### src/rtl/axi_rd_arb_if.sv
// Shared AXI read-channel signals seen by the round-robin grant controller.
// master: the arbiter (drives grants); slave: the masters/slave side feeding requests and handshakes.
interface axi_rd_arb_if #(
  parameter int NUM_M = 2
);
  logic [NUM_M-1:0] m_req;
  logic [NUM_M-1:0] m_grnt;
  logic             arvalid;
  logic             arready;
  logic [3:0]       arlen;
  logic             rvalid;
  logic             rready;
  logic             rlast;

  modport master (
    input  m_req, arvalid, arready, arlen, rvalid, rready, rlast,
    output m_grnt
  );

  modport slave (
    output m_req, arvalid, arready, arlen, rvalid, rready, rlast,
    input  m_grnt
  );
endinterface

### src/rtl/axi_rd_rr_arbiter.sv
// Round-robin AXI read grant holder: grant 1 cycle after request, held for one AR+R burst, 1 dead cycle after rlast.
// Never backpressures the channel; optional hung-slave watchdog enabled by AXI_RD_ARB_TIMEOUT_EN.
module axi_rd_rr_arbiter #(
  parameter int NUM_M       = 2,
  parameter int IDX_W       = 1,
  parameter int TIMEOUT_CYC = 1023
) (
  input  logic             i_clk,
  input  logic             i_rst_n,
  axi_rd_arb_if.master     bus,
  input  logic             i_err_clr,
  output logic             o_busy,
  output logic [IDX_W-1:0] o_owner,
  output logic             o_err_len,
  output logic             o_err_timeout
);

  typedef enum logic [1:0] {S_IDLE = 2'd0, S_ADDR = 2'd1, S_DATA = 2'd2} state_t;

  localparam int IDX_W_EXP = (NUM_M <= 2) ? 1 : $clog2(NUM_M);

  if ((NUM_M < 2) || (NUM_M > 8) || (IDX_W != IDX_W_EXP) || (TIMEOUT_CYC < 1)) begin : g_param_chk
    $error("axi_rd_rr_arbiter: illegal NUM_M/IDX_W/TIMEOUT_CYC combination");
  end

  state_t           r_state, w_state_nxt;
  logic [NUM_M-1:0] r_grnt, w_grnt_nxt;
  logic [IDX_W-1:0] r_owner, w_owner_nxt;
  logic [IDX_W-1:0] r_last, w_last_nxt;
  logic [3:0]       r_cnt, w_cnt_nxt;
  logic             r_err_len;
  logic             w_ar_hs, w_r_hs, w_len_err, w_to;
  logic             w_hi_found, w_lo_found, w_any;
  logic [IDX_W-1:0] w_hi, w_lo, w_win;

  assign w_ar_hs   = (r_state == S_ADDR) && bus.arvalid && bus.arready;
  assign w_r_hs    = (r_state == S_DATA) && bus.rvalid && bus.rready;
  assign w_len_err = w_r_hs && (bus.rlast ? (r_cnt != 4'd0) : (r_cnt == 4'd0));
  assign w_any     = |bus.m_req;

  // Lowest requester above the last winner, else lowest requester at or below it (wrap).
  always_comb begin
    w_hi_found = 1'b0;
    w_lo_found = 1'b0;
    w_hi       = '0;
    w_lo       = '0;
    for (int j = NUM_M - 1; j >= 0; j--) begin
      if (bus.m_req[j]) begin
        if (j > int'(r_last)) begin
          w_hi_found = 1'b1;
          w_hi       = IDX_W'(j);
        end else begin
          w_lo_found = 1'b1;
          w_lo       = IDX_W'(j);
        end
      end
    end
    w_win = w_hi_found ? w_hi : w_lo;
  end

  always_comb begin
    w_state_nxt = r_state;
    w_grnt_nxt  = r_grnt;
    w_owner_nxt = r_owner;
    w_last_nxt  = r_last;
    w_cnt_nxt   = r_cnt;
    case (r_state)
      S_IDLE: begin
        if (w_any) begin
          w_state_nxt = S_ADDR;
          w_grnt_nxt  = NUM_M'(1) << w_win;
          w_owner_nxt = w_win;
          w_last_nxt  = w_win;
        end
      end
      S_ADDR: begin
        if (w_ar_hs) begin
          w_state_nxt = S_DATA;
          w_cnt_nxt   = bus.arlen;
        end else if (!bus.m_req[r_owner]) begin
          w_state_nxt = S_IDLE;
          w_grnt_nxt  = '0;
          w_owner_nxt = '0;
        end
      end
      S_DATA: begin
        // Requests are ignored here: only rlast (or the watchdog) ends a burst.
        if (w_r_hs) begin
          if (r_cnt != 4'd0) begin
            w_cnt_nxt = r_cnt - 4'd1;
          end
          if (bus.rlast) begin
            w_state_nxt = S_IDLE;
            w_grnt_nxt  = '0;
            w_owner_nxt = '0;
          end
        end
      end
      default: begin
        w_state_nxt = S_IDLE;
        w_grnt_nxt  = '0;
        w_owner_nxt = '0;
      end
    endcase
    if (w_to) begin
      w_state_nxt = S_IDLE;
      w_grnt_nxt  = '0;
      w_owner_nxt = '0;
    end
  end

  always_ff @(posedge i_clk or negedge i_rst_n) begin
    if (!i_rst_n) begin
      r_state   <= S_IDLE;
      r_grnt    <= '0;
      r_owner   <= '0;
      r_last    <= IDX_W'(NUM_M - 1);
      r_cnt     <= '0;
      r_err_len <= 1'b0;
    end else begin
      r_state <= w_state_nxt;
      r_grnt  <= w_grnt_nxt;
      r_owner <= w_owner_nxt;
      r_last  <= w_last_nxt;
      r_cnt   <= w_cnt_nxt;
      if (w_len_err) begin
        r_err_len <= 1'b1;
      end else if (i_err_clr) begin
        r_err_len <= 1'b0;
      end
    end
  end

`ifdef AXI_RD_ARB_TIMEOUT_EN
  localparam int WD_W = (TIMEOUT_CYC < 2) ? 1 : $clog2(TIMEOUT_CYC + 1);

  logic [WD_W-1:0] r_wdog;
  logic            r_err_to;
  logic            w_hs;

  assign w_hs = w_ar_hs || w_r_hs;
  assign w_to = (r_state != S_IDLE) && !w_hs && (r_wdog == WD_W'(TIMEOUT_CYC));

  // Held at zero while idle, so it is already clear on entry to ADDR.
  always_ff @(posedge i_clk or negedge i_rst_n) begin
    if (!i_rst_n) begin
      r_wdog   <= '0;
      r_err_to <= 1'b0;
    end else begin
      if ((r_state == S_IDLE) || w_hs) begin
        r_wdog <= '0;
      end else if (r_wdog != WD_W'(TIMEOUT_CYC)) begin
        r_wdog <= r_wdog + 1'b1;
      end
      if (w_to) begin
        r_err_to <= 1'b1;
      end else if (i_err_clr) begin
        r_err_to <= 1'b0;
      end
    end
  end

  assign o_err_timeout = r_err_to;
`else
  assign w_to          = 1'b0;
  assign o_err_timeout = 1'b0;
`endif

  assign bus.m_grnt = r_grnt;
  assign o_busy     = (r_state != S_IDLE);
  assign o_owner    = r_owner;
  assign o_err_len  = r_err_len;

endmodule

### src/flat_wrapper.sv
// flat-port wrapper written by rule: the top's interface ports become plain ports
module axi_rd_rr_arbiter_flat 
#(
  parameter int NUM_M       = 2,
  parameter int IDX_W       = 1,
  parameter int TIMEOUT_CYC = 1023
)
  (i_clk, i_rst_n, i_err_clr, o_busy, o_owner, o_err_len, o_err_timeout, bus_m_req, bus_arvalid, bus_arready, bus_arlen, bus_rvalid, bus_rready, bus_rlast, bus_m_grnt);
  axi_rd_arb_if #(.NUM_M(NUM_M)) bus_i ();
  input  logic i_clk;
  input  logic i_rst_n;
  input  logic i_err_clr;
  output logic o_busy;
  output logic [IDX_W-1:0] o_owner;
  output logic o_err_len;
  output logic o_err_timeout;
  input wire logic [$bits(bus_i.m_req)-1:0] bus_m_req;
  input wire logic [$bits(bus_i.arvalid)-1:0] bus_arvalid;
  input wire logic [$bits(bus_i.arready)-1:0] bus_arready;
  input wire logic [$bits(bus_i.arlen)-1:0] bus_arlen;
  input wire logic [$bits(bus_i.rvalid)-1:0] bus_rvalid;
  input wire logic [$bits(bus_i.rready)-1:0] bus_rready;
  input wire logic [$bits(bus_i.rlast)-1:0] bus_rlast;
  output wire logic [$bits(bus_i.m_grnt)-1:0] bus_m_grnt;
  assign bus_i.m_req = bus_m_req;
  assign bus_i.arvalid = bus_arvalid;
  assign bus_i.arready = bus_arready;
  assign bus_i.arlen = bus_arlen;
  assign bus_i.rvalid = bus_rvalid;
  assign bus_i.rready = bus_rready;
  assign bus_i.rlast = bus_rlast;
  assign bus_m_grnt = bus_i.m_grnt;
  axi_rd_rr_arbiter #(.NUM_M(NUM_M), .IDX_W(IDX_W), .TIMEOUT_CYC(TIMEOUT_CYC)) u_core (.i_clk(i_clk), .i_rst_n(i_rst_n), .bus(bus_i), .i_err_clr(i_err_clr), .o_busy(o_busy), .o_owner(o_owner), .o_err_len(o_err_len), .o_err_timeout(o_err_timeout));
endmodule
### config.mk
export PLATFORM = sky130hd
export DESIGN_NAME = axi_rd_rr_arbiter_flat
export DESIGN_NICKNAME = d
export VERILOG_FILES = /design/src/rtl/axi_rd_arb_if.sv /design/src/rtl/axi_rd_rr_arbiter.sv /design/src/flat_wrapper.sv
export SDC_FILE = /design/constraint.sdc
export NUM_CORES = 1
export LEC_CHECK = 0
export BUFFER_PORTS_ARGS = -buffer_cell sky130_fd_sc_hd__buf_2
export CELL_PAD_IN_SITES_DETAIL_PLACEMENT = 1
export CELL_PAD_IN_SITES_GLOBAL_PLACEMENT = 1
export CORE_UTILIZATION = 32
export DETAILED_ROUTE_END_ITERATION = 10
export MAX_ROUTING_LAYER = met4
export PLACE_DENSITY = 0.8
export SLEW_MARGIN = 20
export SYNTH_ARGS = -nofsm -noshare
export SYNTH_HDL_FRONTEND = slang
export SYNTH_SLANG_ARGS = --single-unit
### constraint.sdc
create_clock -name i_clk -period 1.3 [get_ports i_clk]
set_input_delay 0.13 -clock i_clk [delete_from_list [all_inputs] [get_ports i_clk]]
set_output_delay 0.13 -clock i_clk [all_outputs]
set_load 0.005 [all_outputs]
==> qor.yml <==
cts:
  clkTransAtPathRegs_ps: 80
  cts_made_buffers: 3
  cts_max_path_buffers: 2
  h-tree-depth: 1
  cts_root_buf: "clkbuf_4"
  clock_latency_ps: 280
  cts.sinks: 10
  cts_tree: "built"
global_route:
  grt_start_max_net_pins: 11
  antenna_found_initial: 0
  grt_pass1_vias: 735
  grt_pass1_wl_um: 3450
  overflow: 0
  grt_use_total_pct: 24.6
setup_path:
  start_kind: "flop"
  r2r_start: "u_core.r_cnt[0]"
  cp.required_ps: 1510
  crit_path_start: "u_core.r_cnt[0]"
  end_kind: "flop"
  critPathMaxFanout: 4
  worst-setup-path-type: "flop to flop"
  r2r_end: "u_core.r_cnt[1]"
  worst_r2r_path_depth: 7
  crit_arrival_ps: 1670
  regToRegSetupSlack_ps: -150
sta:
  rsz0062_at_grt: "yes"
  timing.final.crit_share_pct: 112
  finalSetupViolCount: 5
  final.setup.tns_ps: -524
  final_hold_viol_count: 0
  setup_ws_ps: -154
  period_needed_ps: 1450
  maxSlewViolCount: 0
  clock.fmax_mhz: 688
  skew_ps: 7.49
synthesis:
  async_flop_share_pct: 100
  synth_area_um2: 649
  yosysWarnings: 0
  synth_cell_type_count: 34
  synth_nets: 85
  postSynthCellCount: 70
  yosysSeqAreaShare_pct: 38.7
  synth_edf_count: 0
  synth_ff_type: "dfrtp_1"
  synth-seq-cells: 10
  synth_area_per_cell_um2: 9.28
placed_design:
  hpwl_um: 1470
  placed_area_um2: 820
  pre_cts_slack_ps: -111
  place_inst: 120
  place_congestion: 0.828
  io_buffer_count: 18
job:
  cap_violations: 0
floorplanning:
  io_pins: 20
  fp.dieArea_um2: 2210
  fp.dieH_um: 47.0
  die_width_um: 47.0
  core_um2: 1820
  placementRows: 15
  initial_utilization_pct: 35.7
power:
  vdd_drop_max_uv: 839
  powerDensity_nw_per_um2: 2100
  power_leakage_nw: 0.440
drt:
  drt_iter0_drc: 7
  avgRoutedWirePerCell_um: 16.2
  vias_per_cell: 5.03
  drc: 0
  drtPass1Iterations: 4
  ant_nets: 0
  drt_wl_total_um: 2110
  dr_total_vias: 654
layout:
  area_growth_pct: 44.1
  final_cells: 130
  final_nets: 121
  final_core_util_pct: 51.4
  n_antenna_cell: 0
  drive_gt1_share_pct: 50.5
  design_area_um2: 936
status:
  violations: "setup timing"
  status: "finished with violations"
hold_path:
  hold_path_class: "input pin to flop"
  min-delay-start: "i_err_clr"
  min_path_cells: 2
  hold_end: "u_core.o_err_len"
[metrics by stage]
stage / power, mW / hold WS, ps
final: 1.96 / 33.0
after global routing: 2.10 / 18.9
after CTS: 1.91 / 31.7
after detailed placement: 1.45 / 8.40
after global placement: 1.39 / 8.57
after floorplan: 1.08 / -166
[layout by cell type, fill, tap and decap left out, drive strengths merged]
| cell type | Yosys | routed |
|---|---|---|
| a211oi | 1 | 1 |
| a21oi | 8 | 8 |
| a31o | 1 | 1 |
| a31oi | 2 | 2 |
| and3 | 1 | 1 |
| buf | 3 | 33 |
| clkbuf | 0 | 4 |
| conb | 1 | 1 |
| dfrtp | 9 | 9 |
| dfstp | 1 | 1 |
| dlygate4sd3 | 0 | 1 |
| ha | 1 | 1 |
| inv | 5 | 5 |
| mux2 | 1 | 1 |
| mux2i | 1 | 1 |
| nand2 | 8 | 8 |
| nand2b | 3 | 3 |
| nand3b | 1 | 1 |
| nand4b | 1 | 1 |
| nor2 | 5 | 5 |
| nor2b | 1 | 1 |
| nor3 | 2 | 2 |
| nor3b | 1 | 1 |
| nor4 | 1 | 1 |
| o211ai | 1 | 1 |
| o21a | 1 | 1 |
| o21ai | 5 | 5 |
| o22ai | 1 | 1 |
| o31ai | 1 | 1 |
| o32ai | 1 | 1 |
| or4 | 1 | 1 |
| xnor2 | 1 | 1 |
[worst max-delay path, cell delays in order, from the launching register on]
cell and delay, ps:
dfrtp_1 380, inv_2 70, ha_4 160, nor3b_4 150, buf_6 130, o31ai_4 300, nor2_2 90, a21oi_2 110
[how the worst max path moves through the flow]
stage / to / slack, ps / cells after the start
6_report: u_core.r_cnt[1] / -150 / 7
5_1_grt: u_core.r_cnt[1] / -180 / 7
3_5_place_dp: u_core.r_cnt[3] / -110 / 6
2_1_floorplan: u_core.r_cnt[3] / -4 / 6
4_1_cts: u_core.r_cnt[1] / -130 / 7
3_3_place_gp: u_core.r_cnt[3] / -30 / 6
[state kept, by name, summed over array words and instances, names as in the netlist]
signal             count
u_core.bus.m_grnt      1
u_core.r_cnt           4
u_core.o_owner         1
u_core.o_err_len       1
u_core.r_last          1
u_core.r_state         2
[per-layer routing]
| layer | vias to the layer above | GRT usage (%) | wire (um) |
|---|---|---|---|
| met5 | - | - | 0 |
| met4 | 0 | 8.57 | 23 |
| met3 | 4 | 5.00 | 91 |
| met2 | 17 | 39.4 | 1030 |
| met1 | 317 | 30.6 | 962 |
| li1 | 316 | - | - |
[cell usage after synthesis (all sizes together) (2+ instances only)]
cell	n	area share, %
o21ai	5	3.9
nor2	5	3.3
a31oi	2	1.9
dfrtp	9	35
nand2b	3	2.9
inv	5	2.9
nor3	2	1.5
nand2	8	4.6
a21oi	8	6.7
buf	3	4.0
[kinds of logic after synthesis]
| family | synth area share (%) |
|---|---|
| AND/OR/NAND/NOR | 22.4 |
| AO/OA/AOI/OAI | 24.9 |
| flip-flops | 38.7 |
| buffers and inverters | 6.94 |
| multiplexers | 3.28 |
| adder cells (fa/ha/maj) | 1.93 |
| other | 0.577 |
| XOR/XNOR | 1.35 |
[report_power, final]
part | total, mW | internal, mW | leakage [nW] | switching (mW)
combinational | 1.08 | 0.550 | 0.299 | 0.527
sequential | 0.581 | 0.458 | 0.119 | 0.123
clock | 0.303 | 0.170 | 0.0210 | 0.133
total | 1.96 | 1.18 | 0.440 | 0.783
[layout make-up]
| cell class | count | area (um^2) |
|---|---|---|
| Multi-Input combinational cell | 52 | 382 |
| Fill cell | 223 | 885 |
| Sequential cell | 10 | 251 |
| Clock buffer | 4 | 36.3 |
| Timing Repair Buffer | 34 | 216 |
| Inverter | 5 | 18.8 |
| Tap cell | 25 | 31.3 |
[what timing repair did]
action / in CTS / in global routing
endpoints found under the setup margin: 8 / 8
buffers inserted: 5 / 0
pin swaps: 6 / 4
gates resized for setup: 9 / 1
cloned: 0 / 0
hold buffers: 1 / 0
endpoints found under the hold margin: 10 / 0
No activity file was read; power rests on OpenSTA's default activity.
